--- src/rtl/clock_mode_ctrl_if.sv ---
// clock_mode_ctrl_if: button, time and alarm signals between the watch mode controller and its neighbours
interface clock_mode_ctrl_if;
    logic       iTick;
    logic       iBtnMode, iBtnRunStop, iBtnInc, iBtnDec, iBtnLeft, iBtnRight;
    logic [6:0] iClkHour, iClkMin, iClkSec;
    logic [1:0] iClkEditState;
    logic       oClkRunStop, oClkInc, oClkDec, oClkLeft, oClkRight;
    logic       oSwRunStop, oSwClear;
    logic [1:0] oMode;
    logic [6:0] oAlarmHour, oAlarmMin;
    logic       oAlarmEn, oAlarmField;
    logic       oRing, oSnooze;

    modport slave (
        input  iTick, iBtnMode, iBtnRunStop, iBtnInc, iBtnDec, iBtnLeft, iBtnRight,
        input  iClkHour, iClkMin, iClkSec, iClkEditState,
        output oClkRunStop, oClkInc, oClkDec, oClkLeft, oClkRight, oSwRunStop, oSwClear,
        output oMode, oAlarmHour, oAlarmMin, oAlarmEn, oAlarmField, oRing, oSnooze
    );

    modport master (
        output iTick, iBtnMode, iBtnRunStop, iBtnInc, iBtnDec, iBtnLeft, iBtnRight,
        output iClkHour, iClkMin, iClkSec, iClkEditState,
        input  oClkRunStop, oClkInc, oClkDec, oClkLeft, oClkRight, oSwRunStop, oSwClear,
        input  oMode, oAlarmHour, oAlarmMin, oAlarmEn, oAlarmField, oRing, oSnooze
    );
endinterface

--- src/rtl/clock_mode_ctrl.sv ---
// clock_mode_ctrl: watch mode FSM, registered button routing, alarm registers and ring/snooze FSM
module clock_mode_ctrl #(
    parameter int RING_TICKS   = 6000,
    parameter int SNOOZE_TICKS = 30000
) (
    input logic             iClk,
    input logic             iRst,
    clock_mode_ctrl_if.slave bus
);
    typedef enum logic [1:0] {MODE_CLOCK, MODE_SW, MODE_ALARM} mode_t;
    typedef enum logic [1:0] {A_IDLE, A_RING, A_SNOOZE} alarm_t;

    mode_t       mode_q, mode_d;
    alarm_t      state_q, state_d;
    logic [15:0] cnt_q, cnt_d;
    logic        fired_q, fired_d;
    logic [6:0]  hour_q, hour_d, min_q, min_d;
    logic        en_q, en_d, field_q, field_d;
    logic [4:0]  clk_q, clk_d;
    logic [1:0]  sw_q, sw_d;
    logic        any_btn, ringing, mode_acc, route, match;

    always_comb begin
        any_btn  = bus.iBtnMode | bus.iBtnRunStop | bus.iBtnInc | bus.iBtnDec | bus.iBtnLeft | bus.iBtnRight;
        ringing  = state_q == A_RING;
        mode_acc = bus.iBtnMode && bus.iClkEditState == 2'd0 && !ringing;
        route    = !mode_acc && !ringing;
        mode_d   = !mode_acc ? mode_q : mode_q == MODE_CLOCK ? MODE_SW : mode_q == MODE_SW ? MODE_ALARM : MODE_CLOCK;
        clk_d    = (route && mode_q == MODE_CLOCK)
                 ? {bus.iBtnRunStop, bus.iBtnInc, bus.iBtnDec, bus.iBtnLeft, bus.iBtnRight} : 5'd0;
        sw_d     = (route && mode_q == MODE_SW) ? {bus.iBtnRunStop, bus.iBtnDec} : 2'd0;
        en_d     = en_q;
        field_d  = field_q;
        hour_d   = hour_q;
        min_d    = min_q;
        if (route && mode_q == MODE_ALARM) begin
            if (bus.iBtnRunStop)
                en_d = !en_q;
            else if (bus.iBtnLeft || bus.iBtnRight)
                field_d = !field_q;
            else if (bus.iBtnInc && field_q)
                hour_d = hour_q == 7'd12 ? 7'd1 : hour_q + 7'd1;
            else if (bus.iBtnInc)
                min_d = min_q == 7'd59 ? 7'd0 : min_q + 7'd1;
            else if (bus.iBtnDec && field_q)
                hour_d = hour_q == 7'd1 ? 7'd12 : hour_q - 7'd1;
            else if (bus.iBtnDec)
                min_d = min_q == 7'd0 ? 7'd59 : min_q - 7'd1;
        end
        match   = en_q && bus.iClkEditState == 2'd0 && bus.iClkHour == hour_q
               && bus.iClkMin == min_q && bus.iClkSec == 7'd0;
        state_d = state_q;
        cnt_d   = cnt_q;
        if (!en_q) begin
            state_d = A_IDLE;
            cnt_d   = 16'd0;
        end else if (state_q == A_IDLE) begin
            state_d = (match && !fired_q) ? A_RING : A_IDLE;
            cnt_d   = 16'd0;
        end else if (ringing && any_btn) begin
            state_d = bus.iBtnRunStop ? A_IDLE : A_SNOOZE;
            cnt_d   = 16'd0;
        end else if (ringing && bus.iTick) begin
            state_d = cnt_q == 16'(RING_TICKS - 1) ? A_IDLE : A_RING;
            cnt_d   = cnt_q == 16'(RING_TICKS - 1) ? 16'd0 : cnt_q + 16'd1;
        end else if (state_q == A_SNOOZE && bus.iTick) begin
            state_d = cnt_q == 16'(SNOOZE_TICKS - 1) ? A_RING : A_SNOOZE;
            cnt_d   = cnt_q == 16'(SNOOZE_TICKS - 1) ? 16'd0 : cnt_q + 16'd1;
        end
        // one trigger per matching minute: latch on firing, release once the minute moves on
        fired_d = (state_q == A_IDLE && state_d == A_RING) ? 1'b1 : bus.iClkMin != min_q ? 1'b0 : fired_q;
    end

    always_ff @(posedge iClk or posedge iRst) begin
        if (iRst) begin
            mode_q  <= MODE_CLOCK;
            state_q <= A_IDLE;
            cnt_q   <= 16'd0;
            fired_q <= 1'b0;
            hour_q  <= 7'd12;
            min_q   <= 7'd0;
            en_q    <= 1'b0;
            field_q <= 1'b0;
            clk_q   <= 5'd0;
            sw_q    <= 2'd0;
        end else begin
            mode_q  <= mode_d;
            state_q <= state_d;
            cnt_q   <= cnt_d;
            fired_q <= fired_d;
            hour_q  <= hour_d;
            min_q   <= min_d;
            en_q    <= en_d;
            field_q <= field_d;
            clk_q   <= clk_d;
            sw_q    <= sw_d;
        end
    end

    assign {bus.oClkRunStop, bus.oClkInc, bus.oClkDec, bus.oClkLeft, bus.oClkRight} = clk_q;
    assign {bus.oSwRunStop, bus.oSwClear} = sw_q;
    assign bus.oMode       = mode_q;
    assign bus.oAlarmHour  = hour_q;
    assign bus.oAlarmMin   = min_q;
    assign bus.oAlarmEn    = en_q;
    assign bus.oAlarmField = field_q;
    assign bus.oRing       = state_q == A_RING;
    assign bus.oSnooze     = state_q == A_SNOOZE;
endmodule

--- src/flat_wrapper.sv ---
// flat-port wrapper written by rule: the top's interface ports become plain ports
module clock_mode_ctrl_flat 
#(
    parameter int RING_TICKS   = 6000,
    parameter int SNOOZE_TICKS = 30000
)
  (iClk, iRst, bus_iTick, bus_iBtnMode, bus_iBtnRunStop, bus_iBtnInc, bus_iBtnDec, bus_iBtnLeft, bus_iBtnRight, bus_iClkHour, bus_iClkMin, bus_iClkSec, bus_iClkEditState, bus_oClkRunStop, bus_oClkInc, bus_oClkDec, bus_oClkLeft, bus_oClkRight, bus_oSwRunStop, bus_oSwClear, bus_oMode, bus_oAlarmHour, bus_oAlarmMin, bus_oAlarmEn, bus_oAlarmField, bus_oRing, bus_oSnooze);
  clock_mode_ctrl_if bus_i ();
  input logic iClk;
  input logic iRst;
  input wire logic [$bits(bus_i.iTick)-1:0] bus_iTick;
  input wire logic [$bits(bus_i.iBtnMode)-1:0] bus_iBtnMode;
  input wire logic [$bits(bus_i.iBtnRunStop)-1:0] bus_iBtnRunStop;
  input wire logic [$bits(bus_i.iBtnInc)-1:0] bus_iBtnInc;
  input wire logic [$bits(bus_i.iBtnDec)-1:0] bus_iBtnDec;
  input wire logic [$bits(bus_i.iBtnLeft)-1:0] bus_iBtnLeft;
  input wire logic [$bits(bus_i.iBtnRight)-1:0] bus_iBtnRight;
  input wire logic [$bits(bus_i.iClkHour)-1:0] bus_iClkHour;
  input wire logic [$bits(bus_i.iClkMin)-1:0] bus_iClkMin;
  input wire logic [$bits(bus_i.iClkSec)-1:0] bus_iClkSec;
  input wire logic [$bits(bus_i.iClkEditState)-1:0] bus_iClkEditState;
  output wire logic [$bits(bus_i.oClkRunStop)-1:0] bus_oClkRunStop;
  output wire logic [$bits(bus_i.oClkInc)-1:0] bus_oClkInc;
  output wire logic [$bits(bus_i.oClkDec)-1:0] bus_oClkDec;
  output wire logic [$bits(bus_i.oClkLeft)-1:0] bus_oClkLeft;
  output wire logic [$bits(bus_i.oClkRight)-1:0] bus_oClkRight;
  output wire logic [$bits(bus_i.oSwRunStop)-1:0] bus_oSwRunStop;
  output wire logic [$bits(bus_i.oSwClear)-1:0] bus_oSwClear;
  output wire logic [$bits(bus_i.oMode)-1:0] bus_oMode;
  output wire logic [$bits(bus_i.oAlarmHour)-1:0] bus_oAlarmHour;
  output wire logic [$bits(bus_i.oAlarmMin)-1:0] bus_oAlarmMin;
  output wire logic [$bits(bus_i.oAlarmEn)-1:0] bus_oAlarmEn;
  output wire logic [$bits(bus_i.oAlarmField)-1:0] bus_oAlarmField;
  output wire logic [$bits(bus_i.oRing)-1:0] bus_oRing;
  output wire logic [$bits(bus_i.oSnooze)-1:0] bus_oSnooze;
  assign bus_i.iTick = bus_iTick;
  assign bus_i.iBtnMode = bus_iBtnMode;
  assign bus_i.iBtnRunStop = bus_iBtnRunStop;
  assign bus_i.iBtnInc = bus_iBtnInc;
  assign bus_i.iBtnDec = bus_iBtnDec;
  assign bus_i.iBtnLeft = bus_iBtnLeft;
  assign bus_i.iBtnRight = bus_iBtnRight;
  assign bus_i.iClkHour = bus_iClkHour;
  assign bus_i.iClkMin = bus_iClkMin;
  assign bus_i.iClkSec = bus_iClkSec;
  assign bus_i.iClkEditState = bus_iClkEditState;
  assign bus_oClkRunStop = bus_i.oClkRunStop;
  assign bus_oClkInc = bus_i.oClkInc;
  assign bus_oClkDec = bus_i.oClkDec;
  assign bus_oClkLeft = bus_i.oClkLeft;
  assign bus_oClkRight = bus_i.oClkRight;
  assign bus_oSwRunStop = bus_i.oSwRunStop;
  assign bus_oSwClear = bus_i.oSwClear;
  assign bus_oMode = bus_i.oMode;
  assign bus_oAlarmHour = bus_i.oAlarmHour;
  assign bus_oAlarmMin = bus_i.oAlarmMin;
  assign bus_oAlarmEn = bus_i.oAlarmEn;
  assign bus_oAlarmField = bus_i.oAlarmField;
  assign bus_oRing = bus_i.oRing;
  assign bus_oSnooze = bus_i.oSnooze;
  clock_mode_ctrl #(.RING_TICKS(RING_TICKS), .SNOOZE_TICKS(SNOOZE_TICKS)) u_core (.iClk(iClk), .iRst(iRst), .bus(bus_i));
endmodule
--- config.mk ---
export PLATFORM = sky130hd
export DESIGN_NAME = clock_mode_ctrl_flat
export DESIGN_NICKNAME = d
export VERILOG_FILES = /design/src/rtl/clock_mode_ctrl_if.sv /design/src/rtl/clock_mode_ctrl.sv /design/src/flat_wrapper.sv
export SDC_FILE = /design/constraint.sdc
export NUM_CORES = 1
export LEC_CHECK = 0
export ABC_CLOCK_PERIOD_IN_PS = 5300
export CAP_MARGIN = 10
export CELL_PAD_IN_SITES_DETAIL_PLACEMENT = 1
export CELL_PAD_IN_SITES_GLOBAL_PLACEMENT = 1
export CORE_MARGIN = 1.5
export CORE_UTILIZATION = 40
export DETAILED_ROUTE_END_ITERATION = 10
export PLACE_DENSITY = 0.81
export SLEW_MARGIN = 20
export SYNTH_ARGS = -nofsm -noshare
export SYNTH_HDL_FRONTEND = slang
export SYNTH_SLANG_ARGS = --single-unit
--- constraint.sdc ---
create_clock -name iClk -period 5.3 [get_ports iClk]
set_input_delay 1.59 -clock iClk [delete_from_list [all_inputs] [get_ports iClk]]
set_output_delay 1.59 -clock iClk [all_outputs]
set_load 0.005 [all_outputs]
==> results of run 1 <==
==> through the flow <==
| step | instance area (µm²) | hold WS [ps] | power [mW] | setup slack, ps | cells |
|---|---|---|---|---|---|
| after floorplan | 3090 | 467 | 0.852 | 2150 | 365 |
| after global placement | 3690 | 504 | 1.06 | 1050 | 500 |
| after detailed placement | 3690 | 529 | 1.08 | 881 | 500 |
| after CTS | 3770 | 546 | 1.30 | 1190 | 507 |
| after global routing | 3770 | 562 | 1.37 | 960 | 507 |
| final | 3770 | 545 | 1.29 | 1200 | 507 |
==> worst paths after layout <==
path | start | end | cells past startpoint
max | bus_iBtnInc | u_core.cnt_q[10] | 6
min | u_core.cnt_q[2] | u_core.cnt_q[2] | 1
max reg2reg | u_core.bus.oAlarmMin[0] | u_core.bus.oAlarmMin[5] | 7
min reg2reg | u_core.cnt_q[2] | u_core.cnt_q[2] | 1
max in group asynchronous | iRst | u_core.cnt_q[15] | 2
min in group asynchronous | iRst | u_core.bus.oAlarmHour[1] | 2
==> power by group <==
part / total [mW] / switching [mW] / internal [mW]
Sequential: 0.532 / 0.132 / 0.401
Combinational: 0.546 / 0.242 / 0.303
Clock: 0.207 / 0.117 / 0.0900
==> cell type report <==
class                      instances  area share, %
inverter                          12           1.20
multi-input combinational        286           48.6
sequential                        44           29.3
timing repair buffer              59           15.6
tap                               99           3.29
clock buffer                       6           1.93
clock inverter                     1          0.133
==> sequential cells by signal, indices dropped and copies added (netlist names) <==
name / count
u_core.bus.oAlarmHour: 7
u_core.bus.oMode: 2
u_core.bus.oAlarmEn: 1
u_core.clk_q: 5
u_core.cnt_q: 16
u_core.bus.oAlarmMin: 7
u_core.bus.oAlarmField: 1
u_core.fired_q: 1
u_core.sw_q: 2
u_core.state_q: 2
==> routing by layer <==
layer	vias up	GRT usage (%)	share of wire, %
met5	-	0	0
met4	0	3.39	0.54
met3	5	2.95	3.1
met2	62	40.7	50
met1	1515	30.8	46
li1	1442	-	-
==> worst max-delay path: stages <==
cell,delay (ps)
clkdlybuf4s50_1,750
nor3_1,450
a21oi_1,210
a311oi_2,720
nand2_1,280
o311ai_2,310
==> logic make-up (layout without fill, tap and decap cells) <==
logic type / Yosys count / count (layout) / share of synthesized area (%)
AO/OA/AOI/OAI: 90 / 90 / 20.6
XOR/XNOR: 19 / 19 / 5.39
adder cells (fa/ha/maj): 6 / 6 / 2.43
buffers and inverters: 35 / 78 / 4.91
flip-flops: 44 / 44 / 35.8
multiplexers: 3 / 3 / 0.973
AND/OR/NAND/NOR: 168 / 168 / 30.0
==> cells in the final DEF (no fill, tap or decap), types with 4 or more instances in the layout <==
master	synthesis	routed
nand2_1	41	41
clkdlybuf4s50_1	0	58
a32oi_1	4	4
inv_1	12	11
nor3_1	17	17
a21oi_1	10	10
nand4_1	11	11
or2_2	4	4
a31oi_1	7	7
and3_1	4	4
and2_1	11	11
nor2_1	20	20
clkbuf_8	0	5
or3_1	5	5
o31ai_1	8	8
ha_1	6	6
o21ai_0	21	21
nand3_1	19	19
o211ai_1	5	5
xnor2_1	15	15
a21o_1	4	4
dfrtp_1	42	42
xor2_1	4	4
nor4_1	9	9
==> metrics.cfg, run 1 <==
[power]
peakVddDrop_uv = 209
p_leak_nw = 1.40
powerDensity_mw_per_mm2 = 341

[final_layout]
final_layout_size_suffix_gt1_share_pct = 5.88
multi_input_area_mm2 = 0.00183
fin_nets = 446
postLayoutCoreUtil_pct = 51.1
antenna_cells = 0
seqCellArea_mm2 = 0.00110
area_delta_synth_final_pct = 22.1
fillers = 879

[setup_path]
required_ps = 5510
cp-start-kind = input pin
arrival_ps = 4310
critPathMaxFanout = 19
regToRegSetupSlack_ps = 2740
crit_type = input pin to register
cp-end-kind = register

[sta]
drv_slew = 0
setup_tns_ps = 0
max_freq_ghz = 0.244
fin_crit_sh_pct = 77.4
setup_viol = 0
rsz0062_at_grt = no
slew-limit-headroom_pct = 36.1
hold_viol = 0
fin_crit_ps = 4100
worst_pin_slew_ps = 957
fin_skew_ps = 9.47

[hold_path]
hp-class = register to register

[synth]
synth_area_leader_cell = dfrtp_1
synth_area_leaders = dfrtp_1 (34%), nand2_1 (5.0%), xnor2_1 (4.3%), o21ai_0 (3.4%), nand3_1 (3.1%)
synth_top_area_share_pct = 34.1
yosys_warnings = 0
ys_ff_latch = 44
yosysMostFrequentCell = dfrtp_1
synth_area_per_cell_um2 = 8.45
synth_flop_cell = dfrtp_1
syn_area_mm2 = 0.00309
synthTopCellsByCount = dfrtp_1 (42), nand2_1 (41), o21ai_0 (21)
yosysSeqAreaShare_pct = 35.8
async_flop_share_pct = 100
syn_nets = 403
ys_types = 59
synthesis.instances = 365
synth_edf_count = 0

[clock_network]
post_cts_resize_count = 0
path_clk_slew_ps = 90
root_buffer = clkbuf_8
cts.sinks = 44
cts-hold-fix-buffers = 0
numCtsBuffers = 5
insertion_delay_ps = 300
post-cts-setup-buffers = 0
h-tree-depth = 2
cts_tree = yes
cts_buffer_depth = 2

[global_routing]
track_usage_pct = 23.1
grt_antenna_before_repair = 0
grt_pass1_vias = 3151
grt-ovfl-total = 0
grt_max_degree = 45
grt_pass1_wl_um = 15800

[drt]
drc = 0
num_vias = 3024
drt_iter0_drc = 89
antenna_left = 0
vias_per_cell = 5.96
finalWirelength_um = 9180
wl_per_cell_um = 18.1
dr.pass1.iters = 4

[floorplanning]
dieArea_mm2 = 0.00825
fp.dieW_um = 90.8
boundaryPins = 59
die_h_um = 90.8
fp-row-count = 31
coreArea_mm2 = 0.00737
start_util_pct = 41.9

[flow_run]
max_cap_violations = 0

[placement]
hpwl_um = 6720
gp_congestion = 0.824
port_buffers = 58

[status]
status = complete, no violations

Power figures use the tool's default switching activity.
==> inputs of run 2 (changes only) <==
ABC_CLOCK_PERIOD_IN_PS = 4000   (was 5300)
CORE_UTILIZATION = 39   (was 40)
PLACE_DENSITY = 0.79   (was 0.81)
clock period = 4 ns   (was 5.3 ns; I/O delays follow)
==> metrics.cfg, run 2 (synthesized netlist as in run 1, its figures left out) <==
[status]
status = complete, no violations  ; unchanged

[final_layout]
antenna_cells = 0  ; unchanged
area_delta_synth_final_pct = 23.7  ; was 22.1%
final_cell_mix = clkdlybuf4s50_1 (58), dfrtp_1 (42), nand2_1 (41)  ; unchanged
final_layout_size_suffix_gt1_share_pct = 6.57  ; was 5.88%
postLayoutCoreUtil_pct = 49.7  ; was 51.1%
largest_reg_flops = 16  ; unchanged
fin_nets = 448  ; was 446
final_common_cell = clkdlybuf4s50_1  ; unchanged
largest-register = u_core.cnt_q  ; unchanged

[drt]
wl_per_cell_um = 17.2  ; was 18.1 µm
dr.pass1.iters = 4  ; unchanged
drc = 0  ; unchanged
vias_per_cell = 5.88  ; was 5.96
drt_iter0_drc = 120  ; was 89
antenna_left = 0  ; unchanged
finalWirelength_um = 8840  ; was 9180 µm
num_vias = 3017  ; was 3024

[sta]
fin_crit_sh_pct = 75.8
slew-limit-headroom_pct = 36.1  ; about the same
hold_viol = 0  ; unchanged
worst_pin_slew_ps = 957  ; about the same
drv_slew = 0  ; unchanged
setup_tns_ps = 0  ; unchanged
setup_viol = 0  ; unchanged
fin_crit_ps = 3030
rsz0062_at_grt = no  ; unchanged
max_freq_ghz = 0.330
fin_skew_ps = 9.17  ; was 9.47 ps

[setup_path]
startpoint = bus_iBtnDec  ; was bus_iBtnInc
arrival_ps = 3250  ; was 4310 ps
worst_path_max_delay_cell = clkdlybuf4s50_1  ; unchanged
regToRegSetupSlack_ps = 1540  ; was 2740 ps
critPathMaxFanout = 10  ; was 19
crit_type = input pin to register  ; unchanged
reg2reg_from = u_core.bus.oAlarmMin[0]  ; unchanged
crit_chain = clkdlybuf4s50_1, nor3_1, a21oi_1, a211oi_1, buf_4, nand3_1, o211ai_1  ; was clkdlybuf4s50_1, nor3_1, a21oi_1, a311oi_2, nand2_1, o311ai_2
required_ps = 4220  ; was 5510 ps
r2r_cells = 7  ; unchanged
cp-end-kind = register  ; unchanged
r2r_end = u_core.bus.oAlarmMin[2]  ; was u_core.bus.oAlarmMin[5]
cp-start-kind = input pin  ; unchanged
cpPeakStageDelay_ps = 470  ; was 750 ps

[placement]
port_buffers = 58  ; unchanged
hpwl_um = 6500  ; was 6720 µm
gp_congestion = 0.799  ; was 0.824

[global_routing]
grt_antenna_before_repair = 0  ; unchanged
grt_max_degree = 45  ; unchanged
grt_pass1_vias = 3121  ; was 3151
grt_pass1_wl_um = 15200  ; was 15800 µm
track_usage_pct = 22.0  ; was 23.1%
grt-ovfl-total = 0  ; unchanged

[hold_path]
hold_end = u_core.cnt_q[1]  ; was u_core.cnt_q[2]
hp-start = u_core.cnt_q[1]  ; was u_core.cnt_q[2]
whs_path_depth = 1  ; unchanged
hp-class = register to register  ; unchanged

[power]
powerDensity_mw_per_mm2 = 463  ; was 341 mW/mm²
peakVddDrop_uv = 238  ; was 209 µV
p_leak_nw = 1.43  ; was 1.40 nW

[floorplanning]
coreArea_mm2 = 0.00769  ; was 0.00737 mm²
fp.dieW_um = 91.9  ; was 90.8 µm
dieArea_mm2 = 0.00845  ; was 0.00825 mm²
boundaryPins = 59  ; unchanged
die_h_um = 91.9  ; was 90.8 µm
start_util_pct = 40.1  ; was 41.9%
fp-row-count = 32  ; was 31

[flow_run]
max_cap_violations = 0  ; unchanged

[clock_network]
cts_tree = yes  ; unchanged
numCtsBuffers = 5  ; unchanged
post-cts-setup-buffers = 0  ; unchanged
path_clk_slew_ps = 90  ; about the same
cts-hold-fix-buffers = 0  ; unchanged
cts.sinks = 44  ; unchanged
h-tree-depth = 2  ; unchanged
post_cts_resize_count = 0  ; unchanged
insertion_delay_ps = 300  ; about the same
cts_buffer_depth = 2  ; unchanged
root_buffer = clkbuf_8  ; unchanged

==> run 2: changes by cell type in the layout (fill, tap and decap cells not counted) <==
cell / previous run / this run
buf_4: 1 / 3
bufinv_16: 0 / 1
==> run 2: worst max-delay path by stage <==
stage	end	slack [ps]	depth (start not counted)
final	u_core.cnt_q[3]	970	7
after global routing	u_core.cnt_q[3]	760	7
after CTS	u_core.cnt_q[3]	990	7
after detailed placement	u_core.cnt_q[10]	660	7
after global placement	u_core.bus.oAlarmHour[2]	730	6
after floorplan	u_core.cnt_q[10]	1240	6
==> run 2: per-layer routing <==
layer	track usage (%)	vias up	wire (µm)
li1	-	1446	-
met1	29.2	1494	4070
met2	38.0	67	4400
met3	2.82	10	272
met4	5.00	0	104
met5	0	-	0
==> run 2: through the flow <==
step | setup slack, ps | total power, mW | std cells | cell area [µm²] | hold slack (ps)
after floorplan | 1240 | 1.13 | 365 | 3090 | 467
after global routing | 762 | 1.89 | 513 | 3820 | 563
final | 968 | 1.77 | 513 | 3820 | 540
after CTS | 986 | 1.79 | 513 | 3820 | 544
after detailed placement | 657 | 1.43 | 505 | 3710 | 513
after global placement | 733 | 1.41 | 505 | 3710 | 503
==> run 2: cell type report <==
type | count | area, µm²
fill | 924 | 3870
sequential | 44 | 1100
clock buffer | 6 | 72.6
multi-input combinational | 286 | 1830
inverter | 12 | 45.0
timing repair buffer | 61 | 603
tap | 102 | 128
clock inverter | 2 | 35.0
==> run 2: critical path: cells and delay by family <==
kind                   cells  cell delay [ps]
AOI/OAI and AO/OA          3              860
buffers and inverters      2              740
and+or+nand+nor            2              450
==> run 2: where the power goes <==
group,internal [mW],switching (mW)
Clock,0.186,0.158
Sequential,0.531,0.171
Combinational,0.406,0.318
